`src/rtl/d_kes_pe_dc_ctrl_pkg.sv`:
```
`default_nettype none
// ============================================================================
// Module  : d_kes_pe_dc_ctrl_pkg
// Purpose : Shared constants, state encoding and GF(2^12) multiply helper for
//           the KES discrepancy-computation / iteration-control stage.
// Revision: 1.0 - initial release
// ============================================================================
package d_kes_pe_dc_ctrl_pkg;

  // Symbol width of the field this stage is built for.
  localparam int D_KES_GF_ORDER = 12;

  localparam logic [D_KES_GF_ORDER-1:0] VALUE_ZERO = 12'h000;
  localparam logic [D_KES_GF_ORDER-1:0] VALUE_ONE  = 12'h001;

  // Field polynomial x^12 + x^6 + x^4 + x + 1; the x^12 term is implicit.
  localparam logic [D_KES_GF_ORDER-1:0] GF_POLY_LOW = 12'h053;

  // One-hot controller states.
  typedef enum logic [5:0] {
    ST_IDLE = 6'b000001,
    ST_ACC  = 6'b000010,
    ST_COND = 6'b000100,
    ST_EXEC = 6'b001000,
    ST_WAIT = 6'b010000,
    ST_DONE = 6'b100000
  } kes_state_t;

  // Shift-and-add GF(2^12) multiply: walk the bits of b while repeatedly
  // multiplying a by x with on-the-fly reduction.
  function automatic logic [D_KES_GF_ORDER-1:0] gf_mul(
    input logic [D_KES_GF_ORDER-1:0] a,
    input logic [D_KES_GF_ORDER-1:0] b
  );
    logic [D_KES_GF_ORDER-1:0] acc;
    logic [D_KES_GF_ORDER-1:0] x;
    acc = VALUE_ZERO;
    x   = a;
    for (int i = 0; i < D_KES_GF_ORDER; i++) begin
      if (b[i]) acc = acc ^ x;
      if (x[D_KES_GF_ORDER-1]) x = {x[D_KES_GF_ORDER-2:0], 1'b0} ^ GF_POLY_LOW;
      else                     x = {x[D_KES_GF_ORDER-2:0], 1'b0};
    end
    return acc;
  endfunction

endpackage
`default_nettype wire

```
`src/rtl/d_kes_pe_dc_ctrl_gfmul.sv`:
```
`default_nettype none
// ============================================================================
// Module  : d_kes_pe_dc_ctrl_gfmul
// Purpose : Combinational GF(2^12) multiplier forming syndrome x coefficient.
// Revision: 1.0 - initial release
// ============================================================================
module d_kes_pe_dc_ctrl_gfmul
  import d_kes_pe_dc_ctrl_pkg::*;
(
  input  logic [D_KES_GF_ORDER-1:0] a,
  input  logic [D_KES_GF_ORDER-1:0] b,
  output logic [D_KES_GF_ORDER-1:0] p
);

  // Pure product; no state.
  always_comb begin
    p = gf_mul(a, b);
  end

endmodule
`default_nettype wire

```
`src/rtl/d_kes_pe_dc_ctrl.sv`:
```
`default_nettype none
// ============================================================================
// Module  : d_kes_pe_dc_ctrl
// Purpose : Discrepancy accumulation and iteration control for the
//           inversionless Berlekamp-Massey KES (binary BCH). Accumulates d_2i
//           from serial (syndrome, v) pairs, derives condition_2i, strobes the
//           ELU PE array once per iteration and flags completion after ECC_T
//           iterations.
// Revision: 1.0 - initial release
// ============================================================================
module d_kes_pe_dc_ctrl
  import d_kes_pe_dc_ctrl_pkg::*;
#(
  parameter int GF_ORDER = 12,
  parameter int ECC_T    = 14,
  parameter int K_WIDTH  = 6
) (
  input  logic                i_clk,
  input  logic                i_RESET_KES,
  input  logic                i_stop_dec,
  input  logic                i_execute_kes,
  input  logic                i_term_valid,
  input  logic                i_term_last,
  input  logic [GF_ORDER-1:0] i_syndrome,
  input  logic [GF_ORDER-1:0] i_v_coef,
  output logic                o_term_ready,
  output logic [GF_ORDER-1:0] o_d_2i,
  output logic [GF_ORDER-1:0] o_delta_2im2,
  output logic                o_condition_2i,
  output logic                o_EXECUTE_PE_ELU,
  output logic [3:0]          o_iter_cnt,
  output logic                o_busy,
  output logic                o_kes_done,
  output logic                o_term_err
);

  // Term counter must reach ECC_T (index of the (ECC_T+1)-th term).
  localparam int TC_W = $clog2(ECC_T + 2);

  kes_state_t                 state;
  logic [GF_ORDER-1:0]        d;
  logic [GF_ORDER-1:0]        delta;
  logic signed [K_WIDTH-1:0]  k;
  logic [3:0]                 iter;
  logic [TC_W-1:0]            term_cnt;
  logic                       condition;
  logic                       term_err;
  logic [GF_ORDER-1:0]        prod;
  logic                       abort;
  logic                       transfer;
  logic                       last_term;

  d_kes_pe_dc_ctrl_gfmul u_gfmul (
    .a (i_syndrome),
    .b (i_v_coef),
    .p (prod)
  );

  assign abort     = i_RESET_KES | i_stop_dec;
  assign transfer  = i_term_valid & (state == ST_ACC);
  // A full iteration's worth of terms closes the iteration even without last.
  assign last_term = i_term_last | (term_cnt == TC_W'(ECC_T));

  // Controller FSM with accumulator, delta, k, iteration and term counters.
  always_ff @(posedge i_clk) begin
    if (abort) begin
      state     <= ST_IDLE;
      d         <= VALUE_ZERO;
      delta     <= VALUE_ONE;
      k         <= '0;
      iter      <= '0;
      term_cnt  <= '0;
      condition <= 1'b0;
      term_err  <= 1'b0;
    end else begin
      case (state)
        ST_IDLE: begin
          if (i_execute_kes) begin
            state    <= ST_ACC;
            d        <= VALUE_ZERO;
            delta    <= VALUE_ONE;
            k        <= '0;
            iter     <= '0;
            term_cnt <= '0;
          end
        end
        ST_ACC: begin
          if (transfer) begin
            d        <= d ^ prod;
            term_cnt <= term_cnt + 1'b1;
            if (last_term) begin
              state <= ST_COND;
              if (!i_term_last) term_err <= 1'b1;
            end
          end
        end
        ST_COND: begin
          condition <= (|d) & ~k[K_WIDTH-1];
          state     <= ST_EXEC;
        end
        ST_EXEC: begin
          // ELU samples d/delta/condition at this edge; update after.
          if (condition) begin
            delta <= d;
            k     <= ~k;  // -k-1 in two's complement
          end else begin
            k     <= k + K_WIDTH'(1);
          end
          state <= ST_WAIT;
        end
        ST_WAIT: begin
          if (iter == 4'(ECC_T - 1)) begin
            state <= ST_DONE;
          end else begin
            iter     <= iter + 4'd1;
            d        <= VALUE_ZERO;
            term_cnt <= '0;
            state    <= ST_ACC;
          end
        end
        ST_DONE: begin
          state <= ST_IDLE;
        end
        default: begin
          state <= ST_IDLE;
        end
      endcase
    end
  end

  // Strobes are state decodes, suppressed in a cycle where reset/stop wins.
  assign o_EXECUTE_PE_ELU = (state == ST_EXEC) & ~abort;
  assign o_kes_done       = (state == ST_DONE) & ~abort;
  assign o_term_ready     = (state == ST_ACC);
  assign o_busy           = (state != ST_IDLE);
  assign o_d_2i           = d;
  assign o_delta_2im2     = delta;
  assign o_condition_2i   = condition;
  assign o_iter_cnt       = iter;
  assign o_term_err       = term_err;

endmodule
`default_nettype wire

```
`config.mk`:
```
export PLATFORM = sky130hd
export DESIGN_NAME = d_kes_pe_dc_ctrl
export DESIGN_NICKNAME = d
export VERILOG_FILES = /design/src/rtl/d_kes_pe_dc_ctrl_pkg.sv /design/src/rtl/d_kes_pe_dc_ctrl_gfmul.sv /design/src/rtl/d_kes_pe_dc_ctrl.sv
export SDC_FILE = /design/constraint.sdc
export NUM_CORES = 1
export LEC_CHECK = 0
export ABC_AREA = 1
export CAP_MARGIN = 20
export CORE_MARGIN = 1
export CORE_UTILIZATION = 30
export DETAILED_ROUTE_END_ITERATION = 12
export GPL_TIMING_DRIVEN = 0
export RECOVER_POWER = 100
export SYNTH_ARGS = -nofsm -noshare
export SYNTH_HDL_FRONTEND = slang
export SYNTH_HIERARCHICAL = 1
export SYNTH_SLANG_ARGS = --single-unit
```
`constraint.sdc`:
```
create_clock -name i_clk -period 2.5 [get_ports i_clk]
set_input_delay 0.75 -clock i_clk [delete_from_list [all_inputs] [get_ports i_clk]]
set_output_delay 0.75 -clock i_clk [all_outputs]
set_load 0.03 [all_outputs]
```
==> impl_metrics.csv, run 1 <==
group,metric,value,unit
run_status,outcome,"completed",
floorplan,row_count,51,
clock_network,path_clk_slew,0.06,ns
finish,finish.cell_count_without_fillers,1385,
grt,antenna_violations_before_repair,0,
drt,firstDrtPassIters,5,
critical_path,largest_fanout_of_any_net_on_the_critical_path,5,
critical_path,crit_arrival,2.65,ns
clock_network,cts_htree_levels,2,
synthesis,synth_enable_flop_cells,0,
placed_design,detailedPlace.worstSlack,-1.28,ns
finish,finish.net_count,1154,
clock_network,tritoncts_clock_tree,"built",
drt,ant_nets,0,
synthesis,netlist_instances,1011,
grt,grt_pass1_wl,29200,µm
sta,worst_slew_pin_slew,0.483,ns
synthesis,synth.cells.most_frequent,"sky130_fd_sc_hd__nand2_1 (349), sky130_fd_sc_hd__nand3_1 (119), sky130_fd_sc_hd__inv_1 (99), sky130_fd_sc_hd__nor2_1 (95), sky130_fd_sc_hd__xnor2_1 (53)",
placed_design,port-buffer-count,52,
floorplan,fp.dieW,143,µm
finish,final_util,0.430,
placed_design,dpl.cell_count,1328,
synthesis,avgSynthCellArea,5.87,µm²
synthesis,synth.yosys.seq_area_share,0.155,
sta,grt_setup_unrepaired,"yes",
hold_path,min-delay-path-class,"register to register",
power_and_ir_drop,vdd_drop_max,0.327,mV
drt,route.final.wire_length,19000,µm
synthesis,yosys.cell_types.count,52,
synthesis,synthesis.area,5930,µm²
synthesis,netlist_top_cells_area,"sky130_fd_sc_hd__nand2_1 (22%), sky130_fd_sc_hd__dfxtp_1 (16%), sky130_fd_sc_hd__nand3_1 (10%), sky130_fd_sc_hd__xnor2_1 (7.8%), sky130_fd_sc_hd__inv_1 (6.3%)",
power_and_ir_drop,p_leak,0.00384,µW
sta,timing_max_transition_violations_final,0,
clock_network,cts.root.buffer_cell,"sky130_fd_sc_hd__clkbuf_16",
critical_path,cp.required,2.72,ns
clock_network,hold_buffers,0,
drt,vias,6653,
grt,number_of_global_route_vias_before_repair,5945,
sta,timing.slew.headroom,0.678,
floorplan,num_io_pins,64,
floorplan,floorplan.die_area,20300,µm²
synthesis,postSynthNetCount,1046,
floorplan,core_region_area,19400,µm²
sta,timing.final.crit_share,0.973,
floorplan,fp.dieH,143,µm
finish,drive_gt1_frac,0.329,
synthesis,synth_flop_cell,"sky130_fd_sc_hd__dfxtp_1",
synthesis,ys_ff_latch,46,
sta,final_period_minus_worst_setup_slack,2.43,ns
drt,route.detailed.wl_per_inst,13.7,µm
grt,grt_max_degree,14,
grt,grt-ovfl-total,0,
finish,insertedDiodeCount,0,
synthesis,synth_top_cell_by_area,"sky130_fd_sc_hd__nand2_1",
flow_run,maxCapViolations,0,
drt,dr_iter_0_viols,433,
sta,final-hold-violation-count,0,
sta,max_clk_rate,0.411,GHz
clock_network,cts_made_buffers,5,
finish,areaGrowthSynthToFinish,40.4,%
floorplan,start_util,0.306,
synthesis,synth_top_cell_area_share,0.221,
critical_path,timing.critical_path.to_type,"register",
grt,globalRouteTotalUtil,0.180,
clock_network,clk_lat_worst_skew,0.28,ns
placed_design,gp_congestion,0.915,
placed_design,dp.final_hpwl,13600,µm
synthesis,synthMostInstantiatedCell,"sky130_fd_sc_hd__nand2_1",
drt,drt_drc_violations_left,0,
synthesis,ys_warn_count,6,
critical_path,start_kind,"primary input",
sta,timing.final.setup_violations,0,
drt,route.detailed.vias_per_inst,4.80,
critical_path,setup.worst_path.class,"primary input to register",
sta,setup_ws,0.0667,ns
clock_network,clock-sinks,46,
synthesis,postSynth.asyncResetShare,0,
clock_network,cts-root-to-sink-buffers,2,
sta,clock-skew-final,0.00704,ns
power_and_ir_drop,power.density,399,nW/µm²
==> cells by family after synthesis <==
group                    after synthesis  share of synthesized area
AND/OR/NAND/NOR                      670                      0.518
buffers and inverters                148                      0.121
XOR/XNOR                              83                      0.133
AO/OA/AOI/OAI                         59                     0.0628
flip-flops                            46                      0.155
adder cells (fa/ha/maj)                5                     0.0105
==> worst max-delay path: stages <==
cell                       delay [ns]
sky130_fd_sc_hd__clkbuf_4        0.14
sky130_fd_sc_hd__inv_4           0.05
sky130_fd_sc_hd__nand2_8         0.07
sky130_fd_sc_hd__nand2_4         0.07
sky130_fd_sc_hd__buf_6           0.14
sky130_fd_sc_hd__nand2_1         0.08
sky130_fd_sc_hd__nand2_2         0.08
sky130_fd_sc_hd__o21bai_1        0.21
sky130_fd_sc_hd__nand3b_1        0.14
sky130_fd_sc_hd__nand2_2         0.10
sky130_fd_sc_hd__inv_1           0.05
sky130_fd_sc_hd__nand2_1         0.07
sky130_fd_sc_hd__nand2_2         0.06
sky130_fd_sc_hd__nand2_1         0.06
sky130_fd_sc_hd__inv_1           0.04
sky130_fd_sc_hd__nor2_2          0.13
sky130_fd_sc_hd__xnor2_1         0.10
sky130_fd_sc_hd__nor2_2          0.08
sky130_fd_sc_hd__nand3_1         0.09
sky130_fd_sc_hd__a21oi_2         0.13
==> through the flow <==
step / total power, µW / hold WS (ns) / setup TNS (ns) / cell area, µm²
6_report: 3320 / 0.464 / 0 / 8330
5_1_grt: 3550 / 0.481 / -0.352 / 8330
4_1_cts: 3040 / 0.467 / -0.00738 / 7370
3_5_place_dp: 2240 / 0.457 / -12.14 / 6790
3_3_place_gp: 2220 / 0.452 / -11.87 / 6790
2_1_floorplan: 1920 / 0.466 / -0.145 / 5930
==> power by group <==
part	switching [µW]	internal [µW]	total [µW]
clock network	273	397	669
logic	1130	777	1900
registers	9.85	740	750
==> path summary, 6_finish.rpt <==
kind         slack (ns)         endpoint  cells after the start            start
max                0.07        o_d_2i[1]                     20    i_syndrome[5]
min                0.46  o_delta_2im2[4]                      2  o_delta_2im2[4]
max reg2reg        0.62  o_delta_2im2[6]                      6         state[5]
min reg2reg        0.46  o_delta_2im2[4]                      2  o_delta_2im2[4]
==> cells in the final DEF, fill, tap and decap left out, types with 4 or more instances in the layout <==
cell type / netlist / routed
sky130_fd_sc_hd__clkdlybuf4s50_1: 0 / 31
sky130_fd_sc_hd__nand2_8: 1 / 5
sky130_fd_sc_hd__nand2_4: 10 / 27
sky130_fd_sc_hd__o21bai_1: 4 / 4
sky130_fd_sc_hd__nor2_4: 5 / 9
sky130_fd_sc_hd__clkbuf_16: 0 / 6
sky130_fd_sc_hd__xor2_2: 1 / 8
sky130_fd_sc_hd__nor2_2: 15 / 32
sky130_fd_sc_hd__nand2_2: 30 / 77
sky130_fd_sc_hd__a21oi_2: 10 / 13
sky130_fd_sc_hd__clkinvlp_4: 0 / 4
sky130_fd_sc_hd__o21ai_1: 3 / 5
sky130_fd_sc_hd__nand2_1: 349 / 281
sky130_fd_sc_hd__nand4_1: 24 / 24
sky130_fd_sc_hd__dfxtp_1: 46 / 46
sky130_fd_sc_hd__o21ai_2: 1 / 4
sky130_fd_sc_hd__buf_2: 11 / 10
sky130_fd_sc_hd__nand3b_1: 9 / 9
sky130_fd_sc_hd__xnor2_1: 53 / 33
sky130_fd_sc_hd__clkbuf_4: 0 / 5
sky130_fd_sc_hd__a21oi_1: 23 / 20
sky130_fd_sc_hd__inv_2: 8 / 14
sky130_fd_sc_hd__buf_6: 9 / 17
sky130_fd_sc_hd__nor2_1: 95 / 74
sky130_fd_sc_hd__nand3_4: 1 / 5
sky130_fd_sc_hd__xor2_1: 25 / 17
sky130_fd_sc_hd__buf_12: 2 / 10
sky130_fd_sc_hd__ha_1: 5 / 5
sky130_fd_sc_hd__o21ai_0: 11 / 6
sky130_fd_sc_hd__xnor2_2: 2 / 20
sky130_fd_sc_hd__dlygate4sd2_1: 0 / 4
sky130_fd_sc_hd__nand3_2: 1 / 27
sky130_fd_sc_hd__clkbuf_2: 0 / 4
sky130_fd_sc_hd__clkbuf_1: 7 / 4
sky130_fd_sc_hd__buf_4: 3 / 43
sky130_fd_sc_hd__nand3_1: 119 / 89
sky130_fd_sc_hd__inv_1: 99 / 85
sky130_fd_sc_hd__inv_4: 4 / 6
==> final cells by class <==
cell class	count	area (µm²)
well taps	265	332
clock buffers	7	143
repair buffers	102	961
clock inverters	1	5.00
plain buffers	33	348
flip-flops and latches	46	921
inverters	114	485
fillers	2028	11100
multi-input cells	817	5140
==> registers in the layout (all words and copies together) (netlist names) <==
| register | cells |
|---|---|
| k | 6 |
| term_cnt | 4 |
| o_condition_2i | 1 |
| state | 6 |
| o_term_err | 1 |
| o_iter_cnt | 4 |
| o_delta_2im2 | 12 |
| o_d_2i | 12 |
==> per-layer routing <==
layer  wire, µm  global-route usage  vias up
met5          0                   0        -
li1           -                   -     3386
met1       8660               0.235     3066
met3        862              0.0221       20
met2       9170               0.312      181
met4        338              0.0430        0
==> repair_timing <==
action,CTS,global route
gates resized for setup,128,217
buffers inserted,18,26
cloned,3,3
pin swaps,38,101
setup endpoints to repair,16,12
Power figures use the tool's default switching activity.
==> run 2: changes to the inputs <==
CORE_MARGIN = 5   (was 1)
GPL_ROUTABILITY_DRIVEN = 0   (was not set)
==> impl_metrics.csv, run 2 (synthesis gave the netlist of run 1 again) <==
group,metric,value,unit
critical_path,cp.required,1.75,ns
power_and_ir_drop,report.power.total,3370,µW
floorplan,start_util,0.305,
sta,setup_total_negative_slack,0,ns
power_and_ir_drop,vdd_drop_max,0.222,mV
critical_path,worstRegToRegCells,6,
hold_path,min-delay-path-class,"register to register",
critical_path,start_kind,"primary input",
drt,drt_drc_violations_left,0,
grt,globalRouteMet1Util,0.213,
clock_network,cts-root-to-sink-buffers,2,
sta,worst_slew_pin_slew,0.533,ns
finish,finish.cell_count_without_fillers,1378,
finish,final_cell_mix,"sky130_fd_sc_hd__nand2_1 (279), sky130_fd_sc_hd__nand3_1 (94), sky130_fd_sc_hd__inv_1 (85)",
critical_path,largest_fanout_of_any_net_on_the_critical_path,4,
critical_path,timing.critical_path.to,"o_EXECUTE_PE_ELU",
drt,firstDrtPassIters,5,
placed_design,dp.final_hpwl,13900,µm
critical_path,crit_arrival,1.71,ns
sta,timing_max_transition_violations_final,0,
sta,final_period_minus_worst_setup_slack,2.46,ns
finish,areaGrowthSynthToFinish,38.1,%
floorplan,core_region_area,19500,µm²
finish,mostFrequentLayoutCell,"sky130_fd_sc_hd__nand2_1",
critical_path,critical_path_start,"i_RESET_KES",
grt,antenna_violations_before_repair,0,
drt,route.detailed.vias_per_inst,4.84,
flow_run,maxCapViolations,0,
sta,grt_setup_unrepaired,"yes",
placed_design,dpl.cell_count,1328,
clock_network,clk_lat_worst_skew,0.29,ns
clock_network,path_clk_slew,0.06,ns
critical_path,timing.critical_path.to_type,"output port",
critical_path,setup.worst_path.class,"primary input to output port",
clock_network,hold_buffers,0,
floorplan,floorplan.die_area,22700,µm²
sta,final-hold-violation-count,0,
grt,grt-ovfl-total,0,
floorplan,num_io_pins,64,
drt,route.final.wire_length,19200,µm
drt,vias,6668,
sta,max_clk_rate,0.406,GHz
grt,number_of_global_route_vias_before_repair,6075,
finish,finish.net_count,1147,
power_and_ir_drop,power.density,411,nW/µm²
finish,finish.instance_area,8200,µm²
floorplan,fp.dieW,151,µm
power_and_ir_drop,p_leak,0.00391,µW
grt,groute.layer.met3.usage,0.0187,
clock_network,cts.root.buffer_cell,"sky130_fd_sc_hd__clkbuf_16",
critical_path,timing.rr.start,"state[5]",
floorplan,row_count,51,
grt,grt_max_degree,14,
grt,grt_util_met2,0.281,
sta,timing.slew.headroom,0.645,
finish,insertedDiodeCount,0,
critical_path,r2r-end,"o_delta_2im2[9]",
sta,clock-skew-final,0.00286,ns
grt,globalRouteTotalUtil,0.163,
drt,route.detailed.wl_per_inst,13.9,µm
finish,n_fill_cell,2016,
sta,timing.final.crit_share,0.986,
run_status,outcome,"completed",
finish,multi_input_comb_area,5070,µm²
placed_design,port-buffer-count,52,
finish,drive_gt1_frac,0.316,
sta,timing.final.setup_violations,0,
critical_path,timing.reg2reg.setup_slack,0.47,ns
hold_path,hold_path_startpoint,"o_delta_2im2[5]",
floorplan,fp.dieH,151,µm
clock_network,clock-sinks,46,
grt,gr_peak_layer,"met2",
placed_design,place_area,6790,µm²
grt,grt_pass1_wl,30100,µm
clock_network,tritoncts_clock_tree,"built",
drt,dr_iter_0_viols,298,
drt,ant_nets,0,
finish,final_util,0.421,
clock_network,cts_htree_levels,2,
finish,seq_area,921,µm²
clock_network,cts_made_buffers,5,
## run 2: worst max-delay path, stage by stage
cell and delay, ns:
sky130_fd_sc_hd__dlygate4sd2_1 0.25, sky130_fd_sc_hd__nor2_4 0.15, sky130_fd_sc_hd__clkinvlp_2 0.20, sky130_fd_sc_hd__nor2_1 0.15
sky130_fd_sc_hd__buf_2 0.21
## run 2: final cells by class
| type | count | area share |
|---|---|---|
| inverter | 114 | 0.0585 |
| tap | 265 | 0.0405 |
| buffer | 33 | 0.0418 |
| multi-input combinational | 817 | 0.619 |
| timing repair buffer | 95 | 0.108 |
| clock inverter | 1 | 0.00366 |
| sequential | 46 | 0.112 |
| clock buffer | 7 | 0.0162 |
## run 2: per-layer routing
layer  vias to the layer above  part of all wire  wire [µm]
li1                       3369                 -          -
met1                      3069              0.44       8470
met2                       177              0.48       9190
met3                        53             0.047        909
met4                         0             0.032        605
met5                         -                 0          0
## run 2: what timing repair did
item                       CTS  global route
hold endpoints to repair     0             0
setup buffers               18            17
resized for setup          115           210
cloned                       4             4
setup endpoints to repair   15            13
pin swaps                   34            83
## run 2: stage by stage
stage          worst slack [ns]  hold WS [ns]
2_1_floorplan           -0.0726         0.466
3_3_place_gp              -1.29         0.455
3_5_place_dp              -1.29         0.455
4_1_cts                0.000958         0.465
5_1_grt                 -0.0953         0.478
6_report                 0.0361         0.460
## run 2: where the power goes
| group | leakage [µW] | switching [µW] | internal [µW] |
|---|---|---|---|
| clock network | 0.0000781 | 281 | 473 |
| registers | 0.000371 | 9.88 | 740 |
| logic | 0.00346 | 1100 | 763 |
## run 2: how the worst min path moves through the flow
stage	to	cells after the start
final	o_delta_2im2[5]	2
after global placement	o_delta_2im2[5]	2
after floorplan	k[0]	2
after global routing	o_delta_2im2[5]	2
after CTS	o_delta_2im2[5]	2
after detailed placement	o_delta_2im2[5]	2
==> run 3: changes to the inputs <==
ABC_AREA = not set   (was 1)
TNS_END_PERCENT = 100   (was not set)
clock period = 2.8 ns   (was 2.5 ns; I/O delays follow)
==> impl_metrics.csv, run 3 <==
group,metric,value,unit
run_status,outcome,"completed",
floorplan,start_util,0.303,
placed_design,port-buffer-count,54,
synthesis,postSynth.asyncResetShare,0,
grt,grt-ovfl-total,0,
clock_network,cts-root-to-sink-buffers,2,
drt,drt_drc_violations_left,0,
finish,mostFrequentLayoutCell,"sky130_fd_sc_hd__nand2_1",
clock_network,cts.root.buffer_cell,"sky130_fd_sc_hd__clkbuf_16",
sta,worst_slew_pin_slew,0.853,ns
power_and_ir_drop,comb_power_share,0.576,
hold_path,timing.hold.worst_path_depth,1,
hold_path,min-delay-path-class,"register to register",
clock_network,path_clk_slew,0.07,ns
synthesis,synth_enable_flop_cells,0,
synthesis,synthMostInstantiatedCell,"sky130_fd_sc_hd__nand2_1",
floorplan,floorplan.die_area,19300,µm²
critical_path,worstRegToRegCells,7,
placed_design,dp.final_hpwl,10900,µm
power_and_ir_drop,power.density,445,nW/µm²
finish,n_fill_cell,1631,
grt,number_of_global_route_vias_before_repair,4614,
placed_design,place_area,5820,µm²
sta,timing.final.setup_violations,0,
sta,max_clk_rate,0.358,GHz
synthesis,synth_flop_cell,"sky130_fd_sc_hd__dfxtp_1",
power_and_ir_drop,p_leak,0.00291,µW
synthesis,yosys.cell_types.count,65,
critical_path,setup.worst_path.class,"primary input to register",
floorplan,core_region_area,16500,µm²
floorplan,row_count,47,
hold_path,hold_path_startpoint,"o_term_err",
grt,grt_pass1_wl,25000,µm
critical_path,cp.required,2.99,ns
drt,route.detailed.vias_per_inst,5.06,
synthesis,synth_top_cell_area_share,0.185,
synthesis,netlist_top_cells_area,"sky130_fd_sc_hd__dfxtp_1 (18%), sky130_fd_sc_hd__xnor2_1 (17%), sky130_fd_sc_hd__nand2_1 (10%), sky130_fd_sc_hd__xor2_1 (7.7%), sky130_fd_sc_hd__mux2i_1 (3.6%)",
synthesis,ys_warn_count,6,
sta,setup_ws,0.0105,ns
sta,timing.final.crit_share,0.996,
synthesis,synthesis.area,4990,µm²
clock_network,hold_buffers,0,
clock_network,cts_htree_levels,2,
critical_path,start_kind,"primary input",
critical_path,critical_path_start,"i_syndrome[11]",
finish,final_util,0.418,
synthesis,synth.cells.most_frequent,"sky130_fd_sc_hd__nand2_1 (138), sky130_fd_sc_hd__xnor2_1 (95), sky130_fd_sc_hd__dfxtp_1 (46), sky130_fd_sc_hd__xor2_1 (44), sky130_fd_sc_hd__nor2_1 (27)",
synthesis,synth.yosys.seq_area_share,0.185,
grt,globalRouteTotalUtil,0.155,
critical_path,crit_arrival,2.98,ns
sta,timing_max_transition_violations_final,0,
clock_network,clock-sinks,46,
sta,clock-skew-final,0.00880,ns
clock_network,clk_lat_worst_skew,0.29,ns
synthesis,avgSynthCellArea,7.92,µm²
finish,seq_area,922,µm²
power_and_ir_drop,total_switching_power,1190,µW
finish,drive_gt1_frac,0.243,
floorplan,fp.dieW,139,µm
power_and_ir_drop,internal_power,1870,µW
critical_path,timing.critical_path.to_type,"register",
sta,hold-worst-slack,0.466,ns
synthesis,synth_top_cell_by_area,"sky130_fd_sc_hd__dfxtp_1",
synthesis,netlist_instances,630,
sta,grt_setup_unrepaired,"yes",
floorplan,fp.dieH,139,µm
sta,final_period_minus_worst_setup_slack,2.79,ns
critical_path,timing.rr.start,"state[2]",
finish,areaGrowthSynthToFinish,37.8,%
drt,dr_iter_0_viols,296,
clock_network,tritoncts_clock_tree,"built",
clock_network,cts_made_buffers,5,
flow_run,maxCapViolations,0,
drt,vias,4852,
critical_path,largest_fanout_of_any_net_on_the_critical_path,5,
drt,firstDrtPassIters,6,
power_and_ir_drop,power.clock.fraction,0.204,
drt,route.detailed.wl_per_inst,16.3,µm
drt,route.final.wire_length,15600,µm
synthesis,postSynthNetCount,665,
placed_design,detailedPlace.worstSlack,-1.12,ns
finish,final_cell_mix,"sky130_fd_sc_hd__nand2_1 (135), sky130_fd_sc_hd__xnor2_1 (78), sky130_fd_sc_hd__buf_4 (47)",
power_and_ir_drop,sw_frac_of_total,0.388,
finish,finish.net_count,772,
drt,ant_nets,0,
power_and_ir_drop,power.sequential.fraction,0.220,
finish,finish.instance_area,6880,µm²
sta,final-hold-violation-count,0,
power_and_ir_drop,vdd_drop_max,0.238,mV
synthesis,ys_ff_latch,46,
sta,setup_total_negative_slack,0,ns
grt,antenna_violations_before_repair,0,
sta,timing.slew.headroom,0.426,
grt,grt_max_degree,18,
floorplan,num_io_pins,64,
finish,multi_input_comb_area,4170,µm²
finish,insertedDiodeCount,0,
-- run 3: changes by cell type in the layout (fill, tap and decap cells not counted), sizes merged, moves of 11 or more --
cell,previous run,this run
xnor2,56,96
mux2i,0,18
nand2,390,139
nor2,116,27
inv,108,12
a2bb2oi,0,11
o22ai,0,15
nand4,25,0
xor2,27,47
nand3,121,16
nand2b,2,20
o221a,0,13
-- run 3: final cells by class --
cell class	instances	share of cell area
clock inverters	3	0.00400
well taps	220	0.0400
inverters	10	0.00582
repair buffers	102	0.136
flip-flops and latches	46	0.134
multi-input cells	529	0.607
plain buffers	43	0.0548
clock buffers	5	0.0182
-- run 3: path summary, 6_finish.rpt --
check | slack (ns) | end
max reg2reg | 0.54 | o_d_2i[7]
min | 0.47 | o_term_err
max | 0.01 | o_d_2i[4]
min reg2reg | 0.47 | o_term_err
-- run 3: repair_timing --
action,CTS,global route
gates cloned,1,0
setup buffers,39,12
pin swaps,34,31
gates resized for setup,131,57
setup endpoints to repair,16,15
-- run 3: kinds of logic (layout without fill, tap and decap cells) --
logic type / count (synthesis) / after routing / share of synthesized area
flip-flops: 46 / 46 / 0.185
XOR/XNOR: 157 / 157 / 0.327
AND/OR/NAND/NOR: 239 / 239 / 0.218
adder cells (fa/ha/maj): 5 / 5 / 0.0125
buffers and inverters: 55 / 163 / 0.0526
multiplexers: 20 / 20 / 0.0406
AO/OA/AOI/OAI: 108 / 108 / 0.164
-- run 3: metrics by stage --
stage	total power, µW	std cells
detailed placement	2140	904
CTS	2960	951
global route	3220	958
global placement	2130	904
floorplan	1840	630
finish	3060	958
-- run 3: worst max-delay path, cell delays in order --
cell and delay (ns):
sky130_fd_sc_hd__buf_12 0.11, sky130_fd_sc_hd__buf_12 0.13, sky130_fd_sc_hd__buf_6 0.12, sky130_fd_sc_hd__xor2_4 0.17, sky130_fd_sc_hd__o22ai_1 0.09, sky130_fd_sc_hd__or2_1 0.22
sky130_fd_sc_hd__a21oi_2 0.17, sky130_fd_sc_hd__xor2_1 0.19, sky130_fd_sc_hd__xnor3_2 0.49, sky130_fd_sc_hd__nand2b_1 0.11, sky130_fd_sc_hd__nor2_1 0.04, sky130_fd_sc_hd__o221a_2 0.29
-- run 3: power groups by stage --
stage               registers [µW]  logic, µW  clock network (µW)
floorplan                      700       1150                   0
global placement               687       1440                   0
detailed placement             687       1460                   0
CTS                            672       1650                 632
global route                   674       1890                 656
finish                         672       1760                 624
-- run 3: per-layer routing --
| metal | track usage | part of all wire | vias up |
|---|---|---|---|
| li1 | - | - | 2372 |
| met1 | 0.206 | 0.45 | 2290 |
| met2 | 0.264 | 0.48 | 168 |
| met3 | 0.0183 | 0.046 | 22 |
| met4 | 0.0505 | 0.021 | 0 |
| met5 | 0 | 0 | - |
